<file path="config.mk">
export PLATFORM = sky130hd
export DESIGN_NAME = calc_alu_seq_flat
export DESIGN_NICKNAME = d
export VERILOG_FILES = /design/src/rtl/calc_pkg.sv /design/src/rtl/calc_alu_seq_if.sv /design/src/rtl/calc_magnitude_iter.sv /design/src/rtl/calc_alu_seq.sv /design/src/flat_wrapper.sv
export SDC_FILE = /design/constraint.sdc
export NUM_CORES = 1
export LEC_CHECK = 0
export CORE_ASPECT_RATIO = 1.4
export CORE_MARGIN = 4
export CORE_UTILIZATION = 50
export DETAILED_ROUTE_END_ITERATION = 10
export PLACE_DENSITY = 0.74
export SETUP_SLACK_MARGIN = 0.1
export SLEW_MARGIN = 20
export SYNTH_ARGS = -nofsm -noshare
export SYNTH_HDL_FRONTEND = slang
export SYNTH_SLANG_ARGS = --single-unit
export TNS_END_PERCENT = 10
</file>
<file path="constraint.sdc">
create_clock -name clk -period 2.9 [get_ports clk]
set_clock_uncertainty 0.1 [all_clocks]
set_input_delay 0.58 -clock clk [delete_from_list [all_inputs] [get_ports clk]]
set_output_delay 0.58 -clock clk [all_outputs]
set_load 0.01 [all_outputs]
</file>
<file path="src/rtl/calc_pkg.sv">
// Shared calculator definitions: opcodes, sequencer state encoding and default operand width.
// Opcodes are common to the complement stage, this ALU and the display encoder.
package calc_pkg;

  localparam int CALC_WIDTH = 4;

  localparam logic [3:0] OP_ADD = 4'b0001;
  localparam logic [3:0] OP_SUB = 4'b0010;
  localparam logic [3:0] OP_MUL = 4'b0011;
  localparam logic [3:0] OP_DIV = 4'b0100;

  typedef enum logic [1:0] {
    IDLE = 2'd0,
    EXEC = 2'd1,
    FIX  = 2'd2,
    DONE = 2'd3
  } calc_state_t;

  function automatic logic is_valid_op(input logic [3:0] op);
    return (op == OP_ADD) || (op == OP_SUB) || (op == OP_MUL) || (op == OP_DIV);
  endfunction

  function automatic logic is_iter_op(input logic [3:0] op);
    return (op == OP_MUL) || (op == OP_DIV);
  endfunction

endpackage

</file>
<file path="src/rtl/calc_alu_seq_if.sv">
// Operand/result bundle between the complement stage (master) and the ALU (slave).
// No backpressure: the master strobes start; the ALU drops requests while busy.
interface calc_alu_seq_if import calc_pkg::*; #(
  parameter int WIDTH = CALC_WIDTH
);
  logic                      start;
  logic signed [WIDTH-1:0]   first_nr;
  logic signed [WIDTH-1:0]   second_nr;
  logic [3:0]                operation;
  logic                      busy;
  logic                      done;
  logic signed [2*WIDTH-1:0] result;
  logic signed [WIDTH-1:0]   remainder;
  logic                      error;

  modport master (
    output start, first_nr, second_nr, operation,
    input  busy, done, result, remainder, error
  );

  modport slave (
    input  start, first_nr, second_nr, operation,
    output busy, done, result, remainder, error
  );
endinterface

</file>
<file path="src/rtl/calc_magnitude_iter.sv">
// Unsigned magnitude engine: shift-add multiply or restoring divide, one bit per step.
// Latency WIDTH steps after load; the caller sequences load/step, there is no backpressure.
module calc_magnitude_iter #(
  parameter int WIDTH = 4
) (
  input  logic               clk,
  input  logic               rst,
  input  logic               i_load,
  input  logic               i_step,
  input  logic               i_is_div,
  input  logic [WIDTH-1:0]   i_a_mag,
  input  logic [WIDTH-1:0]   i_b_mag,
  output logic               o_last,
  output logic [2*WIDTH-1:0] o_prod,
  output logic [WIDTH-1:0]   o_quot,
  output logic [WIDTH-1:0]   o_rem
);
  localparam int CW = $clog2(WIDTH + 1);

  // r_acc is the product high half for mul and the partial remainder for div.
  logic [WIDTH:0]   r_acc;
  logic [WIDTH-1:0] r_lo;
  logic [WIDTH-1:0] r_m;
  logic [CW-1:0]    r_cnt;
  logic             r_div;

  logic [WIDTH:0]   w_sum;
  logic [WIDTH:0]   w_dshift;
  logic [WIDTH+1:0] w_trial;
  logic             w_neg;

  assign w_sum    = r_acc + (r_lo[0] ? {1'b0, r_m} : '0);
  assign w_dshift = {r_acc[WIDTH-1:0], r_lo[WIDTH-1]};
  assign w_trial  = {1'b0, w_dshift} - {2'b00, r_m};
  assign w_neg    = w_trial[WIDTH+1];

  always_ff @(posedge clk or posedge rst) begin
    if (rst) begin
      r_acc <= '0;
      r_lo  <= '0;
      r_m   <= '0;
      r_cnt <= '0;
      r_div <= 1'b0;
    end else if (i_load) begin
      r_acc <= '0;
      r_lo  <= i_is_div ? i_a_mag : i_b_mag;
      r_m   <= i_is_div ? i_b_mag : i_a_mag;
      r_cnt <= CW'(WIDTH);
      r_div <= i_is_div;
    end else if (i_step) begin
      if (r_div) begin
        r_acc <= w_neg ? w_dshift : w_trial[WIDTH:0];
        r_lo  <= {r_lo[WIDTH-2:0], ~w_neg};
      end else begin
        {r_acc, r_lo} <= {1'b0, w_sum, r_lo[WIDTH-1:1]};
      end
      r_cnt <= r_cnt - CW'(1);
    end
  end

  assign o_last = (r_cnt == CW'(1));
  assign o_prod = {r_acc[WIDTH-1:0], r_lo};
  assign o_quot = r_lo;
  assign o_rem  = r_acc[WIDTH-1:0];

endmodule

</file>
<file path="src/rtl/calc_alu_seq.sv">
// Sequential ALU: add/sub in 2 cycles, mul/div in WIDTH+2 cycles from start to done pulse.
// Starts arriving while busy are dropped; a start during the done cycle is accepted.
module calc_alu_seq import calc_pkg::*; #(
  parameter int WIDTH = CALC_WIDTH
) (
  input  logic           clk,
  input  logic           rst,
  calc_alu_seq_if.slave  bus
);
  localparam int RW = 2 * WIDTH;

  calc_state_t r_state, w_next;

  logic [WIDTH-1:0] r_a, r_b;
  logic [3:0]       r_op;
  logic             r_sign;
  logic [RW-1:0]    r_result;
  logic [WIDTH-1:0] r_rem;
  logic             r_error;

  logic             w_accept, w_fail, w_is_iter, w_step, w_last;
  logic             w_busy, w_done;
  logic [WIDTH-1:0] w_a_mag, w_b_mag, w_quot, w_rem_mag;
  logic [RW-1:0]    w_prod, w_quot_ext, w_a_ext, w_b_ext;

  assign w_accept  = bus.start && ((r_state == IDLE) || (r_state == DONE));
  assign w_a_mag   = bus.first_nr[WIDTH-1]  ? WIDTH'(-bus.first_nr)  : bus.first_nr;
  assign w_b_mag   = bus.second_nr[WIDTH-1] ? WIDTH'(-bus.second_nr) : bus.second_nr;
  assign w_is_iter = is_iter_op(r_op);
  assign w_fail    = !is_valid_op(r_op) || ((r_op == OP_DIV) && (r_b == '0));
  assign w_step    = (r_state == EXEC) && w_is_iter && !w_fail;
  assign w_a_ext   = {{WIDTH{r_a[WIDTH-1]}}, r_a};
  assign w_b_ext   = {{WIDTH{r_b[WIDTH-1]}}, r_b};
  assign w_quot_ext = {{WIDTH{1'b0}}, w_quot};

  calc_magnitude_iter #(.WIDTH(WIDTH)) u_iter (
    .clk      (clk),
    .rst      (rst),
    .i_load   (w_accept),
    .i_step   (w_step),
    .i_is_div (bus.operation == OP_DIV),
    .i_a_mag  (w_a_mag),
    .i_b_mag  (w_b_mag),
    .o_last   (w_last),
    .o_prod   (w_prod),
    .o_quot   (w_quot),
    .o_rem    (w_rem_mag)
  );

  always_ff @(posedge clk or posedge rst) begin
    if (rst) r_state <= IDLE;
    else     r_state <= w_next;
  end

  always_comb begin
    w_next = r_state;
    case (r_state)
      IDLE: if (bus.start) w_next = EXEC;
      EXEC: begin
        if (!w_is_iter || w_fail) w_next = DONE;
        else if (w_last)          w_next = FIX;
      end
      FIX:  w_next = DONE;
      DONE: w_next = bus.start ? EXEC : IDLE;
      default: w_next = IDLE;
    endcase
  end

  always_comb begin
    w_busy = 1'b0;
    w_done = 1'b0;
    case (r_state)
      EXEC, FIX: w_busy = 1'b1;
      DONE:      w_done = 1'b1;
      default:   ;
    endcase
  end

  always_ff @(posedge clk or posedge rst) begin
    if (rst) begin
      r_a      <= '0;
      r_b      <= '0;
      r_op     <= '0;
      r_sign   <= 1'b0;
      r_result <= '0;
      r_rem    <= '0;
      r_error  <= 1'b0;
    end else begin
      if (w_accept) begin
        r_a     <= bus.first_nr;
        r_b     <= bus.second_nr;
        r_op    <= bus.operation;
        r_sign  <= bus.first_nr[WIDTH-1] ^ bus.second_nr[WIDTH-1];
        r_error <= 1'b0;
      end
      if (r_state == EXEC) begin
        if (w_fail) begin
          r_result <= '0;
          r_rem    <= '0;
          r_error  <= 1'b1;
        end else if (r_op == OP_ADD) begin
          r_result <= w_a_ext + w_b_ext;
          r_rem    <= '0;
        end else if (r_op == OP_SUB) begin
          r_result <= w_a_ext - w_b_ext;
          r_rem    <= '0;
        end
      end
      // Truncating division: remainder follows the dividend's sign.
      if (r_state == FIX) begin
        if (r_op == OP_MUL) begin
          r_result <= r_sign ? -w_prod : w_prod;
          r_rem    <= '0;
        end else begin
          r_result <= r_sign ? -w_quot_ext : w_quot_ext;
          r_rem    <= r_a[WIDTH-1] ? -w_rem_mag : w_rem_mag;
        end
      end
    end
  end

  assign bus.busy      = w_busy;
  assign bus.done      = w_done;
  assign bus.result    = r_result;
  assign bus.remainder = r_rem;
  assign bus.error     = r_error;

endmodule

</file>
<file path="src/flat_wrapper.sv">
// flat-port wrapper written by rule: the top's interface ports become plain ports
module calc_alu_seq_flat import calc_pkg::*;
#(
  parameter int WIDTH = CALC_WIDTH
)
  (clk, rst, bus_start, bus_first_nr, bus_second_nr, bus_operation, bus_busy, bus_done, bus_result, bus_remainder, bus_error);
  calc_alu_seq_if #(.WIDTH(WIDTH)) bus_i ();
  input  logic clk;
  input  logic rst;
  input wire logic [$bits(bus_i.start)-1:0] bus_start;
  input wire logic [$bits(bus_i.first_nr)-1:0] bus_first_nr;
  input wire logic [$bits(bus_i.second_nr)-1:0] bus_second_nr;
  input wire logic [$bits(bus_i.operation)-1:0] bus_operation;
  output wire logic [$bits(bus_i.busy)-1:0] bus_busy;
  output wire logic [$bits(bus_i.done)-1:0] bus_done;
  output wire logic [$bits(bus_i.result)-1:0] bus_result;
  output wire logic [$bits(bus_i.remainder)-1:0] bus_remainder;
  output wire logic [$bits(bus_i.error)-1:0] bus_error;
  assign bus_i.start = bus_start;
  assign bus_i.first_nr = bus_first_nr;
  assign bus_i.second_nr = bus_second_nr;
  assign bus_i.operation = bus_operation;
  assign bus_busy = bus_i.busy;
  assign bus_done = bus_i.done;
  assign bus_result = bus_i.result;
  assign bus_remainder = bus_i.remainder;
  assign bus_error = bus_i.error;
  calc_alu_seq #(.WIDTH(WIDTH)) u_core (.clk(clk), .rst(rst), .bus(bus_i));
endmodule
</file>
Word level (Yosys, flattened, before mapping)

Cells that the tools add are included.
W data, S select, Z words.

$add $sub $neg: 10
Equal/unequal tests: 11
Mux-type cells: 39
Bitwise operators: 2
Reduce and logical (&&, ||, !) cells: 22

Operators with widths:

| operator             | count |
|---|---|
| $mux W8              | 8 |
| $mux W4              | 15 |
| $mux W5              | 4 |
| $neg A4 Y4           | 3 |
| $eq A4 B2 Y1 const B | 2 |
| $eq A4 B3 Y1 const B | 2 |
| $neg A4 Y8           | 1 |
| $neg A8 Y8           | 1 |
| $pmux W2 S4          | 1 |
| $logic_or A1 B1 Y1   | 7 |
| $mux W1              | 6 |
| $mux W2              | 3 |
| $mux W3              | 2 |
| $sub A5 B4 Y6        | 1 |
| $add A4 B4 Y5        | 1 |
| $add A5 B5 Y5        | 1 |
| $sub A4 B4 Y5        | 1 |
| $eq A2 B2 Y1 const B | 2 |
| $eq A4 B1 Y1 const B | 1 |
| $logic_and A1 B1 Y1  | 4 |
| $logic_not A4 Y1     | 1 |
| $reduce_and A2 Y1    | 2 |
| $reduce_bool A2 Y1   | 2 |
| $reduce_bool A4 Y1   | 1 |
| 10 further kinds     | 12 |

Register bits after elaboration: 45
Input bits: 15
Output and inout port bits: 15
Word-level logic and storage cells: 97

Longest topological paths before layout

Depth in word-level cells: 10
Gate-level depth with buffers: 11

Cells and area by module

A second synthesis with hierarchy kept.

Cells, all modules: 392
Area total of the unflattened synthesis: 3507.1 um2

By module, submodules not included:

| module              | times used | cells an instance | area each (um2) |
|---|---|---|---|
| calc_alu_seq        | 1          | 229               | 2057.0 |
| calc_magnitude_iter | 1          | 163               | 1450.1 |

Worst setup path before layout

OpenSTA, ideal clock, no wires.

Path type: register to register
Start: register u_core.r_op[3]
End: register u_core.r_result[4] (netlist: u_core.bus.result[4])
Data arrival time: 2.466 ns
Required time: 2.674 ns
Path slack: 0.208 ns
Cell stages (with the launch flop): 11
Clock period less this slack: 2.692 ns
Path through: dfrtp_1 nor4b_4 mux2_2 inv_1 fa_1 nand2b_1 a21oi_1 xnor2_1 xnor2_1 nor4_4 a221o_1

Longest elaborated chain between the ends: 9
Elaborated cells on any way between the ends: 17
Classes of those cells: 4 x eq/ne; 5 x mux; 8 x reduce/logical

Ends and longest elaborated chain:

| element                                      | line                                                     | text |
|---|---|---|
| start, declared                              | calc_alu_seq.sv:15                                       | `logic [3:0] r_op;` |
| start signal, assigned                       | calc_alu_seq.sv:92                                       | `r_op <= bus.operation;` |
| $eq A4 B1 Y1 or $eq A4 B2 Y1 (tied branches) | calc_pkg.sv:20, calc_alu_seq.sv:101, calc_alu_seq.sv:104 |  |
| $logic_or A1 B1 Y1 (3 in series)             | calc_pkg.sv:20                                           | `return (op == OP_ADD) \|\| (op == OP_SUB) \|\| (op == OP_MUL) \|\| (op == OP_DIV);` |
| $logic_not A1 Y1                             | calc_alu_seq.sv:30                                       | `assign w_fail = !is_valid_op(r_op) \|\| ((r_op == OP_DIV) && (r_b == '0));` |
| $logic_or A1 B1 Y1                           | calc_alu_seq.sv:30                                       |  |
| $mux W8                                      | calc_alu_seq.sv:97                                       | `if (w_fail) begin` |
| $mux W8                                      | calc_alu_seq.sv:96                                       | `if (r_state == EXEC) begin` |
| $mux W8                                      | calc_alu_seq.sv:110                                      | `if (r_state == FIX) begin` |
| end signal, assigned                         | calc_alu_seq.sv:102                                      | `r_result <= w_a_ext + w_b_ext;` |
| end signal, assigned                         | calc_alu_seq.sv:112                                      | `r_result <= r_sign ? -w_prod : w_prod;` |
| end signal, assigned                         | calc_alu_seq.sv:115                                      | `r_result <= r_sign ? -w_quot_ext : w_quot_ext;` |
| end, declared                                | calc_alu_seq.sv:17                                       | `logic [RW-1:0] r_result;` |

Several ways; a longest one is shown, not always the timed one. The select of a mux whose other input is x is not followed.
A chain may end at the register's enable or synchronous reset.

Final worst setup path

Start: register u_core.r_op[2]
End: register u_core.r_result[4] (netlist: u_core.bus.result[4])

Same word-level chain as after synthesis.

==> metrics.txt <==
worst-skew pair later-pin latency=0.31 ns; max_cap viols=0; sequential power share=0.262; critical path type=register to register; Tot GR Track Use=0.2060; top_reg_cell synth=dfrtp_1; Compound-Gate Fraction of Synth Area=0.1789; hold_sp=u_core.bus.remainder[3]$_DFFE_PP0P_; PD cells=around 1200 mW/mm^2; post-route cell area=0.003726 sq mm; Comb pwr share=0.615; Synth Cell Area=~0.0032 sq mm; fraction of synthesized area in multiplexers=0.02606; CP peak stage delay=around 0.47 ns; flop-to-flop setup slack=0.23 ns; Core Box Area=approximately 0.0063 sq mm; Yosys warning count=0; largest net degree at the start of global routing=46; switching share of power=0.4588; crit-path max FO=6; final WL=approximately 7400 um; CTS sink cnt=45; max_slew headroom=0.4511; CP cell instances=nor4b_4, mux2_2, inv_1, fa_1, nand2b_1, a21oi_1, xnor2_1, xnor2_2, nor4_4, a221o_1; Setup-failing EPs final=0; row count=34; Iteration-0 DRC Markers=around 200; Worst Setup End Kind=register; total gr overflow=0; WHS Path Cells=2; clk buf depth=2; Hold Path End=u_core.bus.remainder[3]$_DFFE_PP0P_; initial core utilization=0.5144; worst r2r path cells=10; antenna cells=0; worst flop-to-flop path startpoint=u_core.r_op[2]$_DFFE_PP0P_; Die W=roughly 76 um; cts hold-fix bufs=0; static leakage=0.001695 uW; status=completed; IO Pins=30; crit start category=register; slowest stage cell, crit path=dfrtp_2; Psw=between 2000 and 2500 uW; Post-CTS Setup Bufs=0; worst min-delay path category=register to register; area of the die=slightly below 0.008 sq mm; CTS resizes=0; Critical Path AT=between 2 and 3 ns; Yosys cell types=54; largest family of logic cells by synthesized area=simple AND/OR/NAND/NOR gates; Placed Area=0.003583 sq mm; routability cong.=approximately 0.88; Max VDD drop=~0.47 mV; Overall Power=between 4000 and 5000 uW; R2R Path End=u_core.bus.result[4]$_DFFE_PP0P_; Worst Tran Pin Value=a little over 0.8 ns; H-tree depth=2; fmax=between 300 and 400 MHz; Async SR Flop Fraction=1.000; # DRC=0; global-route wire length before repair=12360 um; total negative slack=0 ns; Syn Area/Cell=around 8.8 sq um; Post-DRT Antenna Nets=0; Post-DP HPWL=about 5700 um; PortBufs=29; required time worst endpoint=roughly 3.0 ns; CTS tree=done; layout cells sized above 1=0.08816; RSZ-0062 raised after global routing=false; simple-gate share of the synthesized area=0.2124; post-synth net total=slightly above 400; Avg WL per Cell=around 16 um; clock share of power=0.124; Post-synth EDFFs=0; Clock transition at path regs=~0.090 ns; Final period util=0.9212; Die Y-Extent=~100 um; Syn Inst Count=about 370; vias post-DR=around 2700; Final Slew Violations=0; total CTS buffers=5; Final Hold Fails=0; Synth Area in Adders=0.1159; internal power=approximately 2500 uW; number of global-route vias before repair=2716; Final min period=between 2 and 3 ns; area grow syn2layout=15.83%; first-pass detailed-route iteration total=5; post-DR vias/cell=roughly 5.8; antenna violations before repair=0; Clk Tree Root Cell=clkbuf_8; FF+latch count, synth=45; Synth Area in XOR/XNOR=0.05173; sequential-to-total area share from yosys stat=0.3501; Nets=~440
## sequential cells by signal, indices dropped and copies added (netlist names)
register / flops
u_core.bus.result: 8
u_core.bus.remainder: 4
u_core.r_a: 4
u_core.u_iter.r_m: 4
u_core.u_iter.r_div: 1
u_core.bus.error: 1
u_core.u_iter.r_acc: 5
u_core.r_b: 4
u_core.r_state: 2
u_core.u_iter.o_quot: 4
u_core.r_sign: 1
u_core.u_iter.r_cnt: 3
u_core.r_op: 4
## routing by layer
layer	up-vias	routed length, um	track usage
met4	0	306	0.1104
li1	1325	-	-
met1	1295	2960	0.2329
met5	-	0	0
met3	25	239	0.03122
met2	65	3857	0.3615
## layout make-up
class	count	area, sq um
fillers	541	2527
inverters	28	105.1
repair buffers	41	380.4
clock buffers	5	68.82
flip-flops and latches	45	1127
multi-input cells	275	1889
well taps	72	90.09
clock inverters	3	65.06
## how the worst max path moves through the flow
stage,start,slack (ns),end,cells after the start
2_1_floorplan,u_core.r_op[3]$_DFFE_PP0P_,0.21,u_core.bus.result[4]$_DFFE_PP0P_,10
3_3_place_gp,u_core.r_op[2]$_DFFE_PP0P_,0.21,u_core.bus.result[7]$_DFFE_PP0P_,10
3_5_place_dp,u_core.r_op[2]$_DFFE_PP0P_,0.14,u_core.bus.result[4]$_DFFE_PP0P_,10
4_1_cts,u_core.r_op[2]$_DFFE_PP0P_,0.12,u_core.bus.result[4]$_DFFE_PP0P_,10
5_1_grt,u_core.r_op[2]$_DFFE_PP0P_,0.10,u_core.bus.result[4]$_DFFE_PP0P_,10
6_report,u_core.r_op[2]$_DFFE_PP0P_,0.23,u_core.bus.result[4]$_DFFE_PP0P_,10
## cells in the final DEF (no fill, tap or decap), types with 3 or more instances in the layout
cell             netlist  routed
mux2i_1                5       5
fa_1                   3       3
nor4b_1                3       3
nand2_1               62      62
a22oi_1                3       3
o31ai_1                5       5
nor2_1                29      29
o211ai_1               3       3
a21oi_1               26      26
a21o_1                 4       4
clkbuf_8               0       5
inv_1                 28      27
o22ai_1                3       3
nor2b_1                5       5
o21ai_0               15      15
xnor2_1               10       9
clkdlybuf4s50_1        0      29
dfrtp_1               45      44
nor3_1                 6       6
nand2b_1              10      10
xor2_1                 9       9
o21ai_1                9       9
ha_1                  25      25
buf_4                  3      12
a221oi_1               3       3
## critical path: cells and delay by family, from the launching register on
kind	cells	cell delay (ns)
flops	1	0.47
simple gates	3	0.51
xor+xnor	2	0.36
compound gates	2	0.45
fa+ha+maj	1	0.40
mux	1	0.21
buf+inv	1	0.05
## kinds of logic after synthesis
logic type	Yosys count
and+or+nand+nor	132
AOI/OAI and AO/OA	88
buffers and inverters	47
DFF	45
adders and majority gates	28
xor gates and xnor gates	19
muxes	8
## stage by stage
| stage | util | instances | worst slack [ns] | hold slack [ns] |
|---|---|---|---|---|
| 2_1_floorplan | - | 367 | 0.2082 | 0.3523 |
| 3_3_place_gp | 0.5730 | 461 | 0.2075 | 0.3650 |
| 3_5_place_dp | 0.5730 | 461 | 0.1443 | 0.3743 |
| 4_1_cts | 0.5944 | 469 | 0.1172 | 0.3941 |
| 5_1_grt | 0.5958 | 469 | 0.1009 | 0.4090 |
| 6_report | 0.5958 | 469 | 0.2284 | 0.3832 |
## cell usage after synthesis (2+ instances only)
library cell | count | area share
a21o_1 | 4 | 0.0093
a21oi_1 | 26 | 0.040
a221o_1 | 2 | 0.0062
a221oi_1 | 3 | 0.0082
a222oi_1 | 2 | 0.0062
a22oi_1 | 3 | 0.0070
a32oi_1 | 2 | 0.0054
and2_1 | 2 | 0.0039
buf_2 | 5 | 0.0078
buf_4 | 3 | 0.0070
buf_6 | 2 | 0.0070
clkbuf_1 | 8 | 0.0093
dfrtp_1 | 45 | 0.35
fa_1 | 3 | 0.019
ha_1 | 25 | 0.097
inv_1 | 28 | 0.033
mux2_1 | 2 | 0.0070
mux2i_1 | 5 | 0.016
nand2_1 | 62 | 0.072
nand2b_1 | 10 | 0.019
nand3_1 | 2 | 0.0031
nand4_1 | 2 | 0.0039
nor2_1 | 29 | 0.034
nor2b_1 | 5 | 0.0097
nor3_1 | 6 | 0.0093
nor4_4 | 2 | 0.013
nor4b_1 | 3 | 0.0082
nor4b_4 | 2 | 0.015
o2111ai_1 | 2 | 0.0054
o211ai_1 | 3 | 0.0070
o21ai_0 | 15 | 0.023
o21ai_1 | 9 | 0.014
o22ai_1 | 3 | 0.0058
o31ai_1 | 5 | 0.012
xnor2_1 | 10 | 0.027
xor2_1 | 9 | 0.025
## power by group through the flow
stage	logic, uW	registers, uW	clock network, uW
6_report	2810	1200	566
5_1_grt	3140	1240	600
4_1_cts	2780	1190	575
3_5_place_dp	2760	1210	0
3_3_place_gp	2690	1190	0
2_1_floorplan	2140	1110	0
(Power assumes the default switching activity.)
==> edit, RTL diff (same flow settings) <==
The 4 states of `calc_state_t` get a Gray code encoding in 2 bits.
--- a/src/rtl/calc_pkg.sv
+++ b/src/rtl/calc_pkg.sv
@@ -10,10 +10,10 @@
   localparam logic [3:0] OP_DIV = 4'b0100;
 
   typedef enum logic [1:0] {
-    IDLE = 2'd0,
-    EXEC = 2'd1,
-    FIX  = 2'd2,
-    DONE = 2'd3
+    IDLE = 2'b00,
+    EXEC = 2'b01,
+    FIX  = 2'b11,
+    DONE = 2'b10
   } calc_state_t;
 
   function automatic logic is_valid_op(input logic [3:0] op);
Check against the original RTL: same outputs for any inputs over 10 cycles, from zero or initial values and one cycle with rst high; not proved beyond that.
==> edit against the original RTL <==
  * Die area is 3.2% lower
  * Cell area is 4.3% lower
  * Fmax rose by 4.7%
  * Setup slack improved by 0.12 ns
  * Cell count shrank 4.3%
  * Synthesized cell count shrank 4.1%
  * First-iteration DRC count up 11%
  * Synthesized area down 3.5%
  * Sequential cell count unchanged
  * Wire length decreased by 5.3%
  * Critical endpoint is now u_core.bus.result[5]
Power is not compared: it rests on default switching activity, and its combinational part moved more than twofold at a synthesized area within 25%.
==> edit: results (changes against the original RTL) <==
\begin{tabular}{lr}
\hline
Metric & Value \\
\hline
\multicolumn{2}{l}{\textbf{Global routing}} \\
Global-route wire length before repair & 12.0 mm (-3.0\%) \\
Global routing usage on met2 & 0.347 (-0.0142) \\
Met3 usage in global routing & 0.0288 (-0.00242) \\
Global routing usage on met1 & 0.256 (+0.0229) \\
GRT Total Usage & 0.203 (-0.00326) \\
Vias in the first global route & 2587 (-4.7\%) \\
Maximum number of pins on one net before global-route repair & 26 (-43\%) \\
\multicolumn{2}{l}{\textbf{Drt}} \\
First DRT Iteration DRCs & 225 (+11\%) \\
Met1 wire length & 3.08 mm (+3.9\%) \\
WL met3 & 272 um (+14\%) \\
Final wirelength & 6.97 mm (-5.3\%) \\
Vias per std cell & 5.75 (-0.48\%) \\
Detail Route met2 WL & 3.46 mm (-10\%) \\
DR pass1 iterations & 5 (unchanged) \\
\multicolumn{2}{l}{\textbf{Finish}} \\
Count of placed standard cells in the final layout, fillers left out & 449 (-4.3\%) \\
Fraction of layout instances using a drive strength above 1 & 0.0765 (-0.0116) \\
Final net count & 416 (-5.2\%) \\
\multicolumn{2}{l}{\textbf{Worst setup path}} \\
CP max-delay cell & dfrtp\_1 \\
CP arrival & 2.62 ns (-0.14 ns) \\
Worst setup slack for register-to-register paths & 0.35 ns (+0.12 ns) \\
Critical R2R Launch & u\_core.r\_op[1] \\
Reg2reg path depth & 9 (-1) \\
Highest net fanout along the worst path & 8 (+2) \\
Reg2reg end & u\_core.bus.result[5] \\
\multicolumn{2}{l}{\textbf{Outcome}} \\
Status & complete, no violations \\
\multicolumn{2}{l}{\textbf{Place}} \\
Cell Count Post-Placement & 441 (-4.3\%) \\
Total cell area at the placement stage & 3450 um2 (-3.8\%) \\
Post-detail-place hpwl & 5.50 mm (-3.2\%) \\
Final weighted congestion in routability-driven placement & 0.858 (-2.6\%) \\
\multicolumn{2}{l}{\textbf{Synthesis}} \\
Cell types occupying the most area after synthesis & dfrtp\_1, ha\_1, nand2\_1 \\
Net count after synthesis & 390 (-4.9\%) \\
Synthesized area per cell & 8.82 um2 (+0.61\%) \\
Sequential area share after synthesis & 0.363 (+0.0127) \\
Number of distinct library cell variants in the gate-level netlist after synthesis & 57 (+5.6\%) \\
Synth cell count leaders & dfrtp\_1, nand2\_1, o21ai\_0 \\
\multicolumn{2}{l}{\textbf{Worst hold path}} \\
Worst Hold Endpoint & u\_core.bus.result[1] \\
Startpoint of the most critical hold path & u\_core.bus.result[1] \\
\multicolumn{2}{l}{\textbf{Timing}} \\
Remaining max-slew budget at the tightest pin & 0.337 (-0.114) \\
\multicolumn{2}{l}{\textbf{Pwr}} \\
VDD IR max & 0.000315 V \\
\hline
\end{tabular}
edit: cell count changes after synthesis, moves of 5 or more:
cell,unedited run,this run
a21oi_1,26,13
ha_1,25,20
nand2_1,62,45
nor2_1,29,23
o21ai_0,15,33
o21ai_1,9,0
edit: worst max path at each step:
| stage | from | end | slack (ns) | cells past startpoint |
|---|---|---|---|---|
| after floorplan | u_core.r_op[1] | u_core.bus.result[7] | 0.38 | 10 |
| after global placement | u_core.r_op[1] | u_core.bus.result[7] | 0.45 | 9 |
| after detailed placement | u_core.r_op[1] | u_core.bus.result[5] | 0.35 | 9 |
| after CTS | u_core.r_op[1] | u_core.bus.result[5] | 0.35 | 9 |
| after global routing | u_core.r_op[1] | u_core.bus.result[5] | 0.15 | 9 |
| final | u_core.r_op[1] | u_core.bus.result[5] | 0.35 | 9 |
edit: where the power goes:
part / internal [mW] / total (mW) / switching (mW)
combinational: 0.532 / 1.09 / 0.556
clock: 0.281 / 0.497 / 0.216
sequential: 0.767 / 0.941 / 0.174
edit: kinds of logic after synthesis:
group,Yosys count,synth area share
simple gates,121,0.200
buf+inv,48,0.0689
fa+ha+maj,23,0.100
compound gates,85,0.176
xor+xnor,18,0.0508
mux,12,0.0411
flops,45,0.363
edit: cell type report:
| type | count | area [um2] | share of cell area |
|---|---|---|---|
| well taps | 70 | 87.6 | 0.0246 |
| clock inverters | 1 | 30.0 | 0.00842 |
| clock buffers | 7 | 86.3 | 0.0242 |
| multi-input cells | 259 | 1760 | 0.495 |
| flip-flops and latches | 45 | 1130 | 0.316 |
| repair buffers | 39 | 365 | 0.102 |
| inverters | 28 | 105 | 0.0295 |
edit: metrics by stage:
stage	power (mW)	hold slack (ns)
after floorplan	1.70	0.352
after global placement	2.01	0.363
after detailed placement	2.04	0.369
after CTS	2.54	0.388
after global routing	2.72	0.438
final	2.53	0.380
